`config.mk`:
```
export PLATFORM = sky130hd
export DESIGN_NAME = secam_line_sequencer
export DESIGN_NICKNAME = d
export VERILOG_FILES = /design/src/rtl/secam_timing_pkg.sv /design/src/rtl/video_line_counter.sv /design/src/rtl/secam_line_sequencer.sv
export SDC_FILE = /design/constraint.sdc
export NUM_CORES = 1
export LEC_CHECK = 0
export ABC_AREA = 1
export BUFFER_PORTS_ARGS = -buffer_cell sky130_fd_sc_hd__clkbuf_2
export CORE_ASPECT_RATIO = 1.2
export CORE_MARGIN = 2
export CORE_UTILIZATION = 28
export CTS_CLUSTER_DIAMETER = 40
export DETAILED_ROUTE_END_ITERATION = 12
export GPL_ROUTABILITY_DRIVEN = 0
export PLACE_DENSITY = 0.59
export RECOVER_POWER = 100
export SYNTH_ARGS = -nofsm -noshare
export SYNTH_HDL_FRONTEND = slang
export SYNTH_SLANG_ARGS = --single-unit
```
`constraint.sdc`:
```
create_clock -name clk -period 5.2 [get_ports clk]
set_input_delay 0.26 -clock clk [delete_from_list [all_inputs] [get_ports clk]]
set_output_delay 0.26 -clock clk [all_outputs]
set_load 0.005 [all_outputs]
```
`src/rtl/secam_timing_pkg.sv`:
```
// rtl/secam_timing_pkg.sv - SECAM line/frame timing constants, window enum and line-class helper
package secam_timing_pkg;

    localparam int SAMPLE_W        = 12;
    localparam int LINE_W          = 10;

    localparam int CLK_PER_LINE    = 3072;
    localparam int LINES_PER_FRAME = 625;
    localparam int CARRIER_START   = 280;
    localparam int ACTIVE_START    = 500;
    localparam int ACTIVE_END      = 3000;
    localparam int VBLANK_A_END    = 23;
    localparam int VBLANK_B_START  = 310;
    localparam int VBLANK_B_END    = 336;

    typedef enum logic [1:0] {
        WIN_OFF,
        WIN_REST,
        WIN_ACTIVE
    } win_e;

    // Lines inside either vertical blanking band carry no chroma at all.
    function automatic logic line_has_chroma(input int line, input int a_end,
                                             input int b_start, input int b_end);
        return ((line >= a_end) && (line < b_start)) || (line >= b_end);
    endfunction

endpackage

```
`src/rtl/video_line_counter.sv`:
```
// rtl/video_line_counter.sv - free-running sample/line counters with wrap lookahead and newframe pulse
module video_line_counter
    import secam_timing_pkg::*;
#(
    parameter int CLK_PER_LINE    = secam_timing_pkg::CLK_PER_LINE,
    parameter int LINES_PER_FRAME = secam_timing_pkg::LINES_PER_FRAME
) (
    input  logic                clk,
    input  logic                rst_n,
    output logic [SAMPLE_W-1:0] sample_o,
    output logic [LINE_W-1:0]   line_o,
    output logic [SAMPLE_W-1:0] sample_next_o,
    output logic [LINE_W-1:0]   line_next_o,
    output logic                line_wrap_o,
    output logic                frame_wrap_o,
    output logic                newframe_o
);

    logic [SAMPLE_W-1:0] sample_q, sample_d;
    logic [LINE_W-1:0]   line_q, line_d;
    logic                newframe_q;
    logic                line_wrap, frame_wrap;

    // Wrap flags describe the coming edge so the parent can register decisions aligned with it.
    assign line_wrap  = (sample_q == SAMPLE_W'(CLK_PER_LINE - 1));
    assign frame_wrap = line_wrap && (line_q == LINE_W'(LINES_PER_FRAME - 1));

    always_comb begin
        sample_d = sample_q + SAMPLE_W'(1);
        line_d   = line_q;
        if (line_wrap) begin
            sample_d = '0;
            line_d   = frame_wrap ? '0 : line_q + LINE_W'(1);
        end
    end

    always_ff @(posedge clk) begin
        if (!rst_n) begin
            sample_q   <= '0;
            line_q     <= '0;
            newframe_q <= 1'b0;
        end else begin
            sample_q   <= sample_d;
            line_q     <= line_d;
            newframe_q <= frame_wrap;
        end
    end

    assign sample_o      = sample_q;
    assign line_o        = line_q;
    assign sample_next_o = sample_d;
    assign line_next_o   = line_d;
    assign line_wrap_o   = line_wrap;
    assign frame_wrap_o  = frame_wrap;
    assign newframe_o    = newframe_q;

endmodule

```
`src/rtl/secam_line_sequencer.sv`:
```
// rtl/secam_line_sequencer.sv - SECAM chroma line sequencer: Db/Dr alternation, rest-carrier window, vblank gating
module secam_line_sequencer
    import secam_timing_pkg::*;
#(
    parameter int CLK_PER_LINE    = secam_timing_pkg::CLK_PER_LINE,
    parameter int LINES_PER_FRAME = secam_timing_pkg::LINES_PER_FRAME,
    parameter int CARRIER_START   = secam_timing_pkg::CARRIER_START,
    parameter int ACTIVE_START    = secam_timing_pkg::ACTIVE_START,
    parameter int ACTIVE_END      = secam_timing_pkg::ACTIVE_END,
    parameter int VBLANK_A_END    = secam_timing_pkg::VBLANK_A_END,
    parameter int VBLANK_B_START  = secam_timing_pkg::VBLANK_B_START,
    parameter int VBLANK_B_END    = secam_timing_pkg::VBLANK_B_END
) (
    input  logic                clk,
    input  logic                rst_n,
    input  logic signed [7:0]   yuv_u_in,
    input  logic signed [7:0]   yuv_v_in,
    input  logic                resync,
    output logic [SAMPLE_W-1:0] sample_count,
    output logic [LINE_W-1:0]   line_count,
    output logic                newframe,
    output logic                even_line,
    output logic                enabled,
    output logic signed [7:0]   yuv_u,
    output logic signed [7:0]   yuv_v
);

    if (!((CARRIER_START < ACTIVE_START) && (ACTIVE_START < ACTIVE_END) &&
          (ACTIVE_END <= CLK_PER_LINE))) begin : g_bad_window
        $error("secam_line_sequencer: horizontal window parameters out of order");
    end
    if (!((VBLANK_A_END <= VBLANK_B_START) && (VBLANK_B_START <= VBLANK_B_END) &&
          (VBLANK_B_END <= LINES_PER_FRAME))) begin : g_bad_vblank
        $error("secam_line_sequencer: vertical blanking parameters out of order");
    end

    logic [SAMPLE_W-1:0] sample_next;
    logic [LINE_W-1:0]   line_next;
    logic                line_wrap, frame_wrap;

    video_line_counter #(
        .CLK_PER_LINE    (CLK_PER_LINE),
        .LINES_PER_FRAME (LINES_PER_FRAME)
    ) u_counter (
        .clk           (clk),
        .rst_n         (rst_n),
        .sample_o      (sample_count),
        .line_o        (line_count),
        .sample_next_o (sample_next),
        .line_next_o   (line_next),
        .line_wrap_o   (line_wrap),
        .frame_wrap_o  (frame_wrap),
        .newframe_o    (newframe)
    );

    win_e               win_d;
    logic               even_q, even_d;
    logic               resync_q, resync_d;
    logic               enabled_q, enabled_d;
    logic signed [7:0]  u_q, u_d, v_q, v_d;

    // Window is decoded on the next counter value so it lines up with the registered counters.
    always_comb begin
        win_d = WIN_OFF;
        if (line_has_chroma(int'(line_next), VBLANK_A_END, VBLANK_B_START, VBLANK_B_END)) begin
            if ((int'(sample_next) >= CARRIER_START) && (int'(sample_next) < ACTIVE_START)) begin
                win_d = WIN_REST;
            end else if ((int'(sample_next) >= ACTIVE_START) &&
                         (int'(sample_next) < ACTIVE_END)) begin
                win_d = WIN_ACTIVE;
            end
        end
    end

    // A resync seen on the frame-wrap cycle itself applies to that same wrap.
    always_comb begin
        even_d    = even_q;
        resync_d  = resync_q | resync;
        if (line_wrap) begin
            even_d = ~even_q;
        end
        if (frame_wrap) begin
            resync_d = 1'b0;
            if (resync_q || resync) begin
                even_d = 1'b1;
            end
        end
        enabled_d = (win_d != WIN_OFF);
        u_d       = (win_d == WIN_ACTIVE) ? yuv_u_in : 8'sd0;
        v_d       = (win_d == WIN_ACTIVE) ? yuv_v_in : 8'sd0;
    end

    always_ff @(posedge clk) begin
        if (!rst_n) begin
            even_q    <= 1'b1;
            resync_q  <= 1'b0;
            enabled_q <= 1'b0;
            u_q       <= '0;
            v_q       <= '0;
        end else begin
            even_q    <= even_d;
            resync_q  <= resync_d;
            enabled_q <= enabled_d;
            u_q       <= u_d;
            v_q       <= v_d;
        end
    end

    assign even_line = even_q;
    assign enabled   = enabled_q;
    assign yuv_u     = u_q;
    assign yuv_v     = v_q;

endmodule

```
After elaboration in Yosys (flattened, before gate mapping)
Cells that the tools add are included.

Bits in registers: 42. Bits of input ports: 19. Word-level logic and storage cells: 41.

Add/sub/neg operators: 2. Magnitude comparators: 7. Equality and inequality tests: 3. Multiplexer cells: 9. Bitwise logic cells: 3. Reduce and logical (&&, ||, !) cells: 9.

Operators with widths (count): 12-bit by 9-bit greater-or-equal comparator with 1-bit output, second input constant (2); 10-bit 2-to-1 mux (2); 12-bit by 1-bit adder with 12-bit output, second input constant (1); 12-bit equality test, second input constant (1); 12-bit < comparator, second input constant (1); 12-bit by 9-bit < comparator with 1-bit output, second input constant (1); 12-bit 2-to-1 mux (1); 10-bit by 1-bit adder with 10-bit output, second input constant (1); 10-bit equality test, second input constant (1); 10-bit by 5-bit greater-or-equal comparator with 1-bit output, second input constant (1); 10-bit by 9-bit greater-or-equal comparator with 1-bit output, second input constant (1); 10-bit by 9-bit < comparator with 1-bit output, second input constant (1); 2-bit 2-to-1 mux (3); 1-bit logical AND (4); 1-bit 2-to-1 mux (3); 2-bit equality test, second input constant (1); 1-bit logical OR (2); 1-bit NOT (2); 2-bit AND reduction (1); 2-bit nonzero test (1); 2-bit OR reduction (1); 1-bit OR (1).

Longest topological paths before layout
Gate-level depths: netlist of the first run.

Depth in word-level cells: 10. Gate-level depth with buffers: 18. Mapped depth without buffers: 16.

By module
A second synthesis of the first run with hierarchy kept.

Cells, all modules: 320. Area total of the unflattened synthesis: 2122.0 um^2.

Modules (own cells, without submodules): video_line_counter (times used 1, cells an instance 197, area each 1285.0 um^2); secam_line_sequencer (times used 1, cells an instance 123, area each 837.1 um^2).

Worst setup path before layout of the first run
OpenSTA, ideal clock, no wires.

Path type: register to register. Start point: register u_counter.sample_q[0], in the netlist u_counter.sample_o[0]. End point: register u_q[5], in the netlist yuv_u[5]. Data arrival time: 2.065 ns. Required time: 5.088 ns. Setup slack: 3.023 ns. Stages on the path, launching flop included: 17. Buffers on the path: 2. Path through: dfxtp_1 -> ha_1 -> nand2_2 -> nor2_4 -> nand2_4 -> nor2_8 -> buf_8 -> nand4_1 -> nand2_2 -> nand2_2 -> nor2_1 -> nand3_1 -> nand2_1 -> nand2_2 -> nand2_4 -> buf_12 -> nor2_4.

Longest elaborated chain between the ends: 10. Elaborated cells between the ends (all ways): 22. Those cells by class: add/sub: 1; order compare: 7; eq/ne: 2; mux: 6; reduce/logical: 6.

RTL lines: from (decl) (line video_line_counter.sv:19) `logic [SAMPLE_W-1:0] sample_q, sample_d;`; from (signal assigned) (line video_line_counter.sv:43) `sample_q <= sample_d;`; parallel branches: the longest is 7 deep, another holds 12-bit by 1-bit adder with 12-bit output; 2-bit 2-to-1 mux * (line secam_line_sequencer.sv:65) `if (line_has_chroma(int'(line_next), VBLANK_A_END, VBLANK_B_START, VBLANK_B_END)) begin`; 2-bit equality test * (line secam_line_sequencer.sv:89) `u_d = (win_d == WIN_ACTIVE) ? yuv_u_in : 8'sd0;`; 2-bit AND reduction (no line) *; to (signal assigned) (line secam_line_sequencer.sv:104) `u_q <= u_d;`; to (decl) (line secam_line_sequencer.sv:60) `logic signed [7:0] u_q, u_d, v_q, v_d;`.

Mark *: on every way between the ends. A chain may end at the register's enable or synchronous reset.

Worst setup path after layout of the first run
Start point: register u_counter.sample_q[0], in the netlist u_counter.sample_o[0]. End point: register v_q[2], in the netlist yuv_v[2].

Longest elaborated chain between the ends: 10. Elaborated cells between the ends (all ways): 22. Those cells by class: add/sub: 1; order compare: 7; eq/ne: 2; mux: 6; reduce/logical: 6.

RTL lines: parallel branches: the longest is 7 deep, another holds 12-bit by 1-bit adder with 12-bit output; 2-bit 2-to-1 mux * (line secam_line_sequencer.sv:65); 2-bit equality test * (line secam_line_sequencer.sv:90) `v_d = (win_d == WIN_ACTIVE) ? yuv_v_in : 8'sd0;`; 2-bit AND reduction (no line) *; to (signal assigned) (line secam_line_sequencer.sv:105) `v_q <= v_d;`; to (decl) (line secam_line_sequencer.sv:60).

Marked as above.

==> reports/qor.yml, run 1 <==
critPathCaptureType: "flip-flop"
multi_input_area_um2: 1010
io_buffers: 59
avgSynthCellArea_um2: 7.16
synth_cells: 299
p_leak_nw: 1.25
die_w_um: 83.8
rows: 34
core_area_um2: 7320
cts_max_level: 2
clock_latency_ps: 290
hold_violations: 0
power_mw: 0.603
cp.required_ps: 5380
crit_chain: "ha_1, nand2_2, nor2_1, nand2_4, nor2_1, nand2_1, nand3_1, nand3_1, a31oi_1, nand2_2, nand2_4, nor2_1"
cts_buffer_depth: 2
cpMostUsedCell: "nor2_1"
ys.warnings.count: 0
synth_seq_cells: 42
critical_path.reg2reg.startpoint: "u_counter.sample_o[0]$_SDFF_PN0_"
fillers: 815
syn_nets: 322
design_area_um2: 2530
synth-seq-area-share: 0.393
dp_cells: 443
timing.final.crit_share: 0.663
syn_area_um2: 2140
crit_slowest_cell: "nor2_1"
synth_edf_count: 0
rsz0062_at_grt: "false"
min_period_ps: 3450
reg2regPathDepth: 12
r2r_end: "yuv_v[2]$_SDFF_PN0_"
clk_pin_slew_ps: 80
crit_fanout: 17
post_cts_resize_count: 0
start_util: 0.293
final_cells: 451
yosys.area.top_type: "dfxtp_1"
maxSlewHeadroom: 0.262
wire_per_inst_um: 10.8
status: "finished clean"
via_per_inst: 4.42
min_from: "yuv_u_in[5]"
tightest_slew_ps: 1100
vias: 1994
tns_ps: 0
p_per_area_nw_per_um2: 238
drt-initial-drc-count: 100
grt_overflow: 0
dr.pass1.iters: 4
synth.distinct_cells: 30
die_h_um: 99.8
critPathMaxStageDelay_ps: 830
yosys-top-cells-count: "61 x nand2_1, 51 x nor2_1, 45 x inv_1"
finClkSkew_ps: 4.81
antenna_found_initial: 0
cts_tree: "yes"
worstSetupStartpointType: "flip-flop"
critical_path_class: "reg2reg"
ir_drop_v: 0.000137
fmax_mhz: 290
grt_max_degree: 24
crit_buf_inv: 0
drv_slew: 0
final_util: 0.346
hpwl_um: 3810
track_usage: 0.119
hold_class: "in2reg"
cts_setup_buffers: 0
drc: 0
synth_area_leaders: "dfxtp_1 39%, nand2_1 11%, nor2_1 8.9%, inv_1 7.9%, nor2_4 6.3%"
rrSetupSlack_ps: 1750
setup_viol: 0
synth_ff_type: "dfxtp_1"
diodes: 0
seqCellArea_um2: 841
synth_top_area_share: 0.393
numCtsBuffers: 5
root_buffer: "clkbuf_8"
synth.most_common_cell: "nand2_1"
clock-sinks: 42
critical_path.top_delay_family: "simple AND/OR/NAND/NOR gates"
wirelength_um: 4860
min_to: "yuv_u[5]$_SDFF_PN0_"
cap_violations: 0
arrival_ps: 3630
grt_pass1_vias: 1842
worstHoldPathCells: 3
die-area_um2: 8360
grt_pass1_wl_um: 8200
drt.antenna.violating_nets: 0
drive_above_1_share: 0.191
place_area_um2: 2500
area_delta_synth_final_pct: 18.4
synthArstFlopShare: 0
cts_hold_buffers: 0
nNetsFinal: 383
ios: 60
-- final cells by class --
cell class / count / area share
timing repair buffer: 59 / 0.108
clock buffer: 5 / 0.0271
multi-input combinational: 204 / 0.400
inverter: 48 / 0.0711
tap: 90 / 0.0444
clock inverter: 3 / 0.0178
sequential: 42 / 0.332
-- how the worst max path moves through the flow --
| stage | start | end | slack, ps | depth (start not counted) |
|---|---|---|---|---|
| 4_1_cts | u_counter.sample_o[0]$_SDFF_PN0_ | yuv_u[1]$_SDFF_PN0_ | 2590 | 12 |
| 6_report | u_counter.sample_o[0]$_SDFF_PN0_ | yuv_v[2]$_SDFF_PN0_ | 1750 | 12 |
| 2_1_floorplan | u_counter.sample_o[0]$_SDFF_PN0_ | yuv_u[5]$_SDFF_PN0_ | 3020 | 16 |
| 3_3_place_gp | u_counter.sample_o[0]$_SDFF_PN0_ | yuv_u[0]$_SDFF_PN0_ | 2640 | 12 |
| 5_1_grt | u_counter.sample_o[0]$_SDFF_PN0_ | yuv_u[5]$_SDFF_PN0_ | 1270 | 12 |
| 3_5_place_dp | u_counter.sample_o[0]$_SDFF_PN0_ | yuv_u[1]$_SDFF_PN0_ | 2610 | 12 |
-- metal layers --
| layer | vias to the layer above | global-route usage | part of all wire |
|---|---|---|---|
| met5 | - | 0 | 0 |
| met4 | 0 | 0.0372 | 0.014 |
| li1 | 1048 | - | - |
| met3 | 8 | 0.0428 | 0.075 |
| met1 | 872 | 0.140 | 0.44 |
| met2 | 66 | 0.204 | 0.47 |
-- layout by cell type, fill, tap and decap left out --
cell type | netlist | routed
nand2_2 | 6 | 5
o21ai_0 | 4 | 5
clkbuf_2 | 0 | 41
bufinv_16 | 0 | 1
nor3_1 | 5 | 5
nand2_4 | 2 | 2
and3_1 | 1 | 1
a21oi_1 | 9 | 9
nor2_1 | 51 | 56
nor2_4 | 12 | 8
inv_2 | 3 | 3
o21ai_1 | 1 | 1
dfxtp_1 | 42 | 42
clkinvlp_4 | 0 | 2
nand2_1 | 61 | 62
ha_1 | 4 | 4
nor2_2 | 2 | 2
xnor2_1 | 2 | 2
nand4_1 | 8 | 8
o21bai_1 | 1 | 1
clkbuf_8 | 0 | 5
nand3b_1 | 1 | 1
inv_1 | 45 | 45
a31oi_1 | 1 | 1
clkbuf_1 | 1 | 18
nand3_1 | 26 | 27
xor2_1 | 4 | 4
-- worst min-delay path, cell delays in order --
cell	delay, ps
clkbuf_2	80
inv_1	40
nor2_1	30
-- power breakdown --
| part | switching (mW) | internal [mW] | total, mW |
|---|---|---|---|
| Combinational | 0.0116 | 0.00881 | 0.0205 |
| Sequential | 0.00346 | 0.324 | 0.327 |
| Clock | 0.113 | 0.143 | 0.256 |
-- cells by family after synthesis --
family,count (synthesis),share of synthesized area
AND/OR/NAND/NOR,177,0.410
buffers and inverters,53,0.106
flip-flops,42,0.393
AO/OA/AOI/OAI,17,0.0433
XOR/XNOR,6,0.0245
adder cells (fa/ha/maj),4,0.0234
-- sequential cells by signal (all words and copies together) (netlist names) --
name and cells:
u_counter.newframe_o 1, enabled 1, yuv_u 8, u_counter.sample_o 12
u_counter.line_o 10, resync_q 1, even_line 1, yuv_v 8
-- through the flow --
| step | hold slack (ps) | setup WS (ps) |
|---|---|---|
| after global routing | 150 | 1270 |
| after CTS | 154 | 2590 |
| after floorplan | 353 | 3020 |
| final | 150 | 1750 |
| after detailed placement | 465 | 2610 |
| after global placement | 456 | 2640 |
Power figures use the tool's default switching activity.
==> run 2: changes to the inputs <==
clock period = 3.2 ns   (was 5.2 ns; I/O delays follow)
==> reports/qor.yml, run 2 (synthesized netlist as in run 1, its figures left out) <==
post_cts_resize_count: 0
start_util: 0.293
m1WireLength_um: 2180
drv_slew: 0
grt_overflow: 0
rsz0062_at_grt: "false"
final_cells: 451
crit_fanout: 17
tightest_slew_ps: 765
rrSetupSlack_ps: 610
die_h_um: 99.8
timing.hold.ws_ps: 48.9
dp_cells: 443
cts_tree: "yes"
final_util: 0.345
drive_above_1_share: 0.183
min_period_ps: 2590
root_buffer: "clkbuf_8"
cts_setup_buffers: 0
startpoint: "u_counter.sample_o[0]$_SDFF_PN0_"
final_common_cell: "nand2_1"
worstHoldPathCells: 3
worstSetupStartpointType: "flip-flop"
hpwl_um: 3790
grt_pass1_vias: 1857
p_per_area_nw_per_um2: 390
die_w_um: 83.8
p_leak_nw: 1.26
drc: 0
cts_buffer_depth: 2
hold_class: "in2reg"
vias: 1943
final_cell_mix: "65 x nand2_1, 57 x nor2_1, 45 x inv_1, 42 x dfxtp_1, 42 x clkbuf_2"
r2r_end: "yuv_u[3]$_SDFF_PN0_"
wire_per_inst_um: 10.8
arrival_ps: 2770
wirelength_um: 4880
dr.max_layer_used: "met4"
ios: 60
cts_max_level: 2
clk_pin_slew_ps: 80
timing.critical_path.to: "yuv_u[3]$_SDFF_PN0_"
io_buffers: 59
nNetsFinal: 383
critical_path.reg2reg.startpoint: "u_counter.sample_o[0]$_SDFF_PN0_"
finClkSkew_ps: 5.93
ir_drop_v: 0.000241
rows: 34
power_mw: 0.984
core_area_um2: 7320
cp.required_ps: 3380
reg2regPathDepth: 12
met3RoutedLength_um: 385
track_usage: 0.120
clock_latency_ps: 290
fmax_mhz: 387
area_delta_synth_final_pct: 17.9
hold_violations: 0
grt_max_degree: 24
setup_viol: 0
via_per_inst: 4.31
drt-initial-drc-count: 92
cts_hold_buffers: 0
drt.antenna.violating_nets: 0
timing.final.crit_share: 0.808
maxSlewHeadroom: 0.490
diodes: 0
cap_violations: 0
dr.pass1.iters: 4
clock-sinks: 42
met2_length_um: 2220
critPathCaptureType: "flip-flop"
largest_reg_flops: 12
die-area_um2: 8360
grt_pass1_wl_um: 8270
status: "finished clean"
tns_ps: 0
critical_path_class: "reg2reg"
antenna_found_initial: 0
numCtsBuffers: 5
[run 2: cell counts in the layout (fill, tap and decap cells not counted)]
No cell type changed its count.
[run 2: critical path: stages, from the launching register on]
cell,delay [ps]
dfxtp_1,450
ha_1,250
nand2_1,110
nor2_4,130
nand2_1,170
nor2_8,270
nand2_1,200
nand3_1,200
nand3_1,100
a31oi_1,150
nand2_1,140
nand2_4,230
nor2_1,70
[run 2: how the worst min path moves through the flow]
stage           startpoint                          endpoint  slack (ps)
3_3_place_gp   yuv_u_in[0]               yuv_u[0]$_SDFF_PN0_         360
4_1_cts        yuv_u_in[1]               yuv_u[1]$_SDFF_PN0_          50
6_report       yuv_u_in[7]               yuv_u[7]$_SDFF_PN0_          50
3_5_place_dp   yuv_u_in[1]               yuv_u[1]$_SDFF_PN0_         360
2_1_floorplan        rst_n  u_counter.sample_o[1]$_SDFF_PN0_         250
5_1_grt        yuv_u_in[5]               yuv_u[5]$_SDFF_PN0_          50
[run 2: final cells by class]
type,instances,area [um^2]
inverter,48,180
multi-input combinational,204,1000
clock inverter,3,45.0
tap,90,113
sequential,42,841
clock buffer,5,68.8
fill,809,4790
timing repair buffer,59,274
[run 2: metrics by stage]
step / worst slack [ps] / instance area [um^2]
2_1_floorplan: 1020 / 2140
3_3_place_gp: 643 / 2500
3_5_place_dp: 585 / 2500
4_1_cts: 567 / 2620
5_1_grt: 256 / 2520
6_report: 614 / 2520
[run 2: power by group]
part / internal, mW / switching, mW
clock: 0.232 / 0.187
sequential: 0.526 / 0.00569
combinational: 0.0144 / 0.0181
total: 0.773 / 0.211
[run 2: per-layer routing]
metal	track usage	vias up
met5	0	-
met4	0.0422	0
met3	0.0452	9
met2	0.207	54
met1	0.137	839
li1	-	1041
==> run 3: changes to the inputs <==
ABC_AREA = 0   (was 1)
PLACE_DENSITY = 0.6   (was 0.59)
clock period = 2.3 ns   (was 3.2 ns; I/O delays follow)
==> reports/qor.yml, run 3 <==
track_usage: 0.144
vias: 2416
hold_violations: 0
p_per_area_nw_per_um2: 428
final.setup.worst_slack_ps: -206
synth_seq_cells: 42
area_delta_synth_final_pct: 34.2
hpwl_um: 5070
io_buffers: 59
grt_pass1_wl_um: 10700
drive_above_1_share: 0.354
violations: "setup timing"
setup_viol: 17
hold_class: "in2reg"
synth_area_leaders: "dfxtp_1 35%, nand2_1 5.5%, a21oi_2 3.6%, a21oi_1 2.9%, o21ai_0 2.7%"
min_to: "yuv_u[1]$_SDFF_PN0_"
worstHoldPathCells: 3
ys.warnings.count: 0
timing.hold.ws_ps: 15.8
drt-initial-drc-count: 90
grt_max_degree: 21
design_area_um2: 3230
clk_pin_slew_ps: 80
cts_buffer_depth: 2
critical_path_class: "reg2reg"
multi_input_area_um2: 1420
root_buffer: "clkbuf_8"
diodes: 0
cts_tree: "yes"
maxSlewHeadroom: 0.684
seqCellArea_um2: 848
min_period_ps: 2510
die_w_um: 88.6
die_h_um: 106
drv_slew: 0
largest_reg_flops: 12
synth_cells: 275
fmax_mhz: 399
tns_ps: -3180
fillers: 909
dr.pass1.iters: 4
nNetsFinal: 395
crit_fanout: 17
timing.final.crit_share: 1.09
yosys-top-cells-count: "42 x dfxtp_1, 35 x nand2_1, 14 x a21oi_1"
critPathMaxStageDelay_ps: 380
cap_violations: 0
arrival_ps: 2700
yosys.area.top_type: "dfxtp_1"
finClkSkew_ps: 7.57
clock-sinks: 42
rrSetupSlack_ps: -210
synth.distinct_cells: 67
p_leak_nw: 1.32
wirelength_um: 6640
grt_pass1_vias: 2257
synth.most_common_cell: "dfxtp_1"
crit_slowest_cell: "a221o_1"
crit_buf_inv: 2
via_per_inst: 4.93
final_common_cell: "clkbuf_2"
antenna_found_initial: 0
grt_overflow: 0
r2r_end: "yuv_u[2]$_SDFF_PN0_"
start_util: 0.284
rsz0062_at_grt: "true"
rows: 37
min_from: "yuv_u_in[1]"
status: "finished with violations"
drc: 0
synth_top_area_share: 0.349
drt.antenna.violating_nets: 0
numCtsBuffers: 5
critPathCaptureType: "flip-flop"
critical_path.reg2reg.startpoint: "u_counter.line_o[1]$_SDFF_PN0_"
cts_max_level: 2
tightest_slew_ps: 467
critical_path.top_delay_family: "compound AO/OA/AOI/OAI gates"
syn_area_um2: 2410
reg2regPathDepth: 9
cp.required_ps: 2490
core_area_um2: 8470
syn_nets: 298
synthArstFlopShare: 0
synth_ff_type: "dfxtp_1"
clock_latency_ps: 300
ios: 60
die-area_um2: 9350
wire_per_inst_um: 13.5
crit_chain: "clkbuf_1, ha_1, nand2b_1, mux2i_1, a221o_1, a311o_1, a32oi_4, buf_12, a21oi_1"
avgSynthCellArea_um2: 8.75
final_cell_mix: "52 x clkbuf_2, 41 x buf_4, 40 x dfxtp_1, 35 x nand2_1, 17 x clkbuf_1"
place_area_um2: 3140
synth_edf_count: 0
ir_drop_v: 0.000194
worstSetupStartpointType: "flip-flop"
synth-seq-area-share: 0.349
crit_cells: 9
[run 3: changes by cell type after synthesis, moves of 10 or more]
| cell | change |
|---|---|
| inv_1 | -38 |
| a21oi_2 | +10 |
| nor2_4 | -12 |
| nand2_1 | -26 |
| nand3_1 | -16 |
| nor2_1 | -39 |
[run 3: timing repair]
action | 4_1_cts | 5_1_grt
resized for setup | 2 | 1
hold buffers | 0 | 0
endpoints found under the setup margin | 17 | 17
buffers inserted | 0 | 0
[run 3: worst register-to-register path, stage by stage (launching register included)]
cell,delay [ps]
dfxtp_1,340
clkbuf_1,270
ha_1,340
nand2b_1,140
mux2i_1,80
a221o_1,380
a311o_1,370
a32oi_4,210
buf_12,190
a21oi_1,80
[run 3: how the worst max path moves through the flow]
stage | slack, ps | from | end
after CTS | -200 | u_counter.sample_o[0]$_SDFF_PN0_ | yuv_u[2]$_SDFF_PN0_
final | -210 | u_counter.line_o[1]$_SDFF_PN0_ | yuv_u[2]$_SDFF_PN0_
after floorplan | -260 | u_counter.sample_o[0]$_SDFF_PN0_ | yuv_u[5]$_SDFF_PN0_
after global placement | -180 | u_counter.sample_o[0]$_SDFF_PN0_ | yuv_u[1]$_SDFF_PN0_
after global routing | -370 | u_counter.line_o[1]$_SDFF_PN0_ | yuv_u[3]$_SDFF_PN0_
after detailed placement | -200 | u_counter.sample_o[0]$_SDFF_PN0_ | yuv_u[2]$_SDFF_PN0_
[run 3: final cells by class]
class,instances,area share
multi-input combinational,204,0.440
sequential,42,0.263
timing repair buffer,112,0.210
tap,117,0.0453
clock buffer,6,0.0225
clock inverter,2,0.0112
inverter,7,0.00814
[run 3: metal layers]
| metal | vias up | GRT usage | wire length [um] |
|---|---|---|---|
| li1 | 1191 | - | - |
| met1 | 1148 | 0.171 | 2800 |
| met2 | 62 | 0.248 | 3430 |
| met3 | 15 | 0.0282 | 251 |
| met4 | 0 | 0.0563 | 162 |
| met5 | - | 0 | 0 |
[run 3: logic make-up (layout without fill, tap and decap cells)]
logic type               count (synthesis)  after routing  share of synthesized area
adder cells (fa/ha/maj)                  4              4                     0.0208
AO/OA/AOI/OAI                           82             82                      0.259
multiplexers                             1              1                    0.00416
AND/OR/NAND/NOR                        107            107                      0.252
buffers and inverters                   29            127                     0.0775
flip-flops                              42             42                      0.349
XOR/XNOR                                10             10                     0.0364
[run 3: through the flow]
stage,setup WS [ps],power (mW),utilization,instances
after detailed placement,-201,0.815,0.371,482
after CTS,-197,1.41,0.385,490
after global placement,-179,0.814,0.371,482
final,-206,1.38,0.381,490
after floorplan,-257,0.781,-,275
after global routing,-368,1.44,0.381,490
[run 3: power by group]
| group | total, mW | switching (mW) | leakage (nW) | internal, mW |
|---|---|---|---|---|
| logic | 0.0597 | 0.0316 | 0.921 | 0.0281 |
| clock network | 0.587 | 0.263 | 0.0557 | 0.325 |
| registers | 0.736 | 0.00393 | 0.340 | 0.732 |
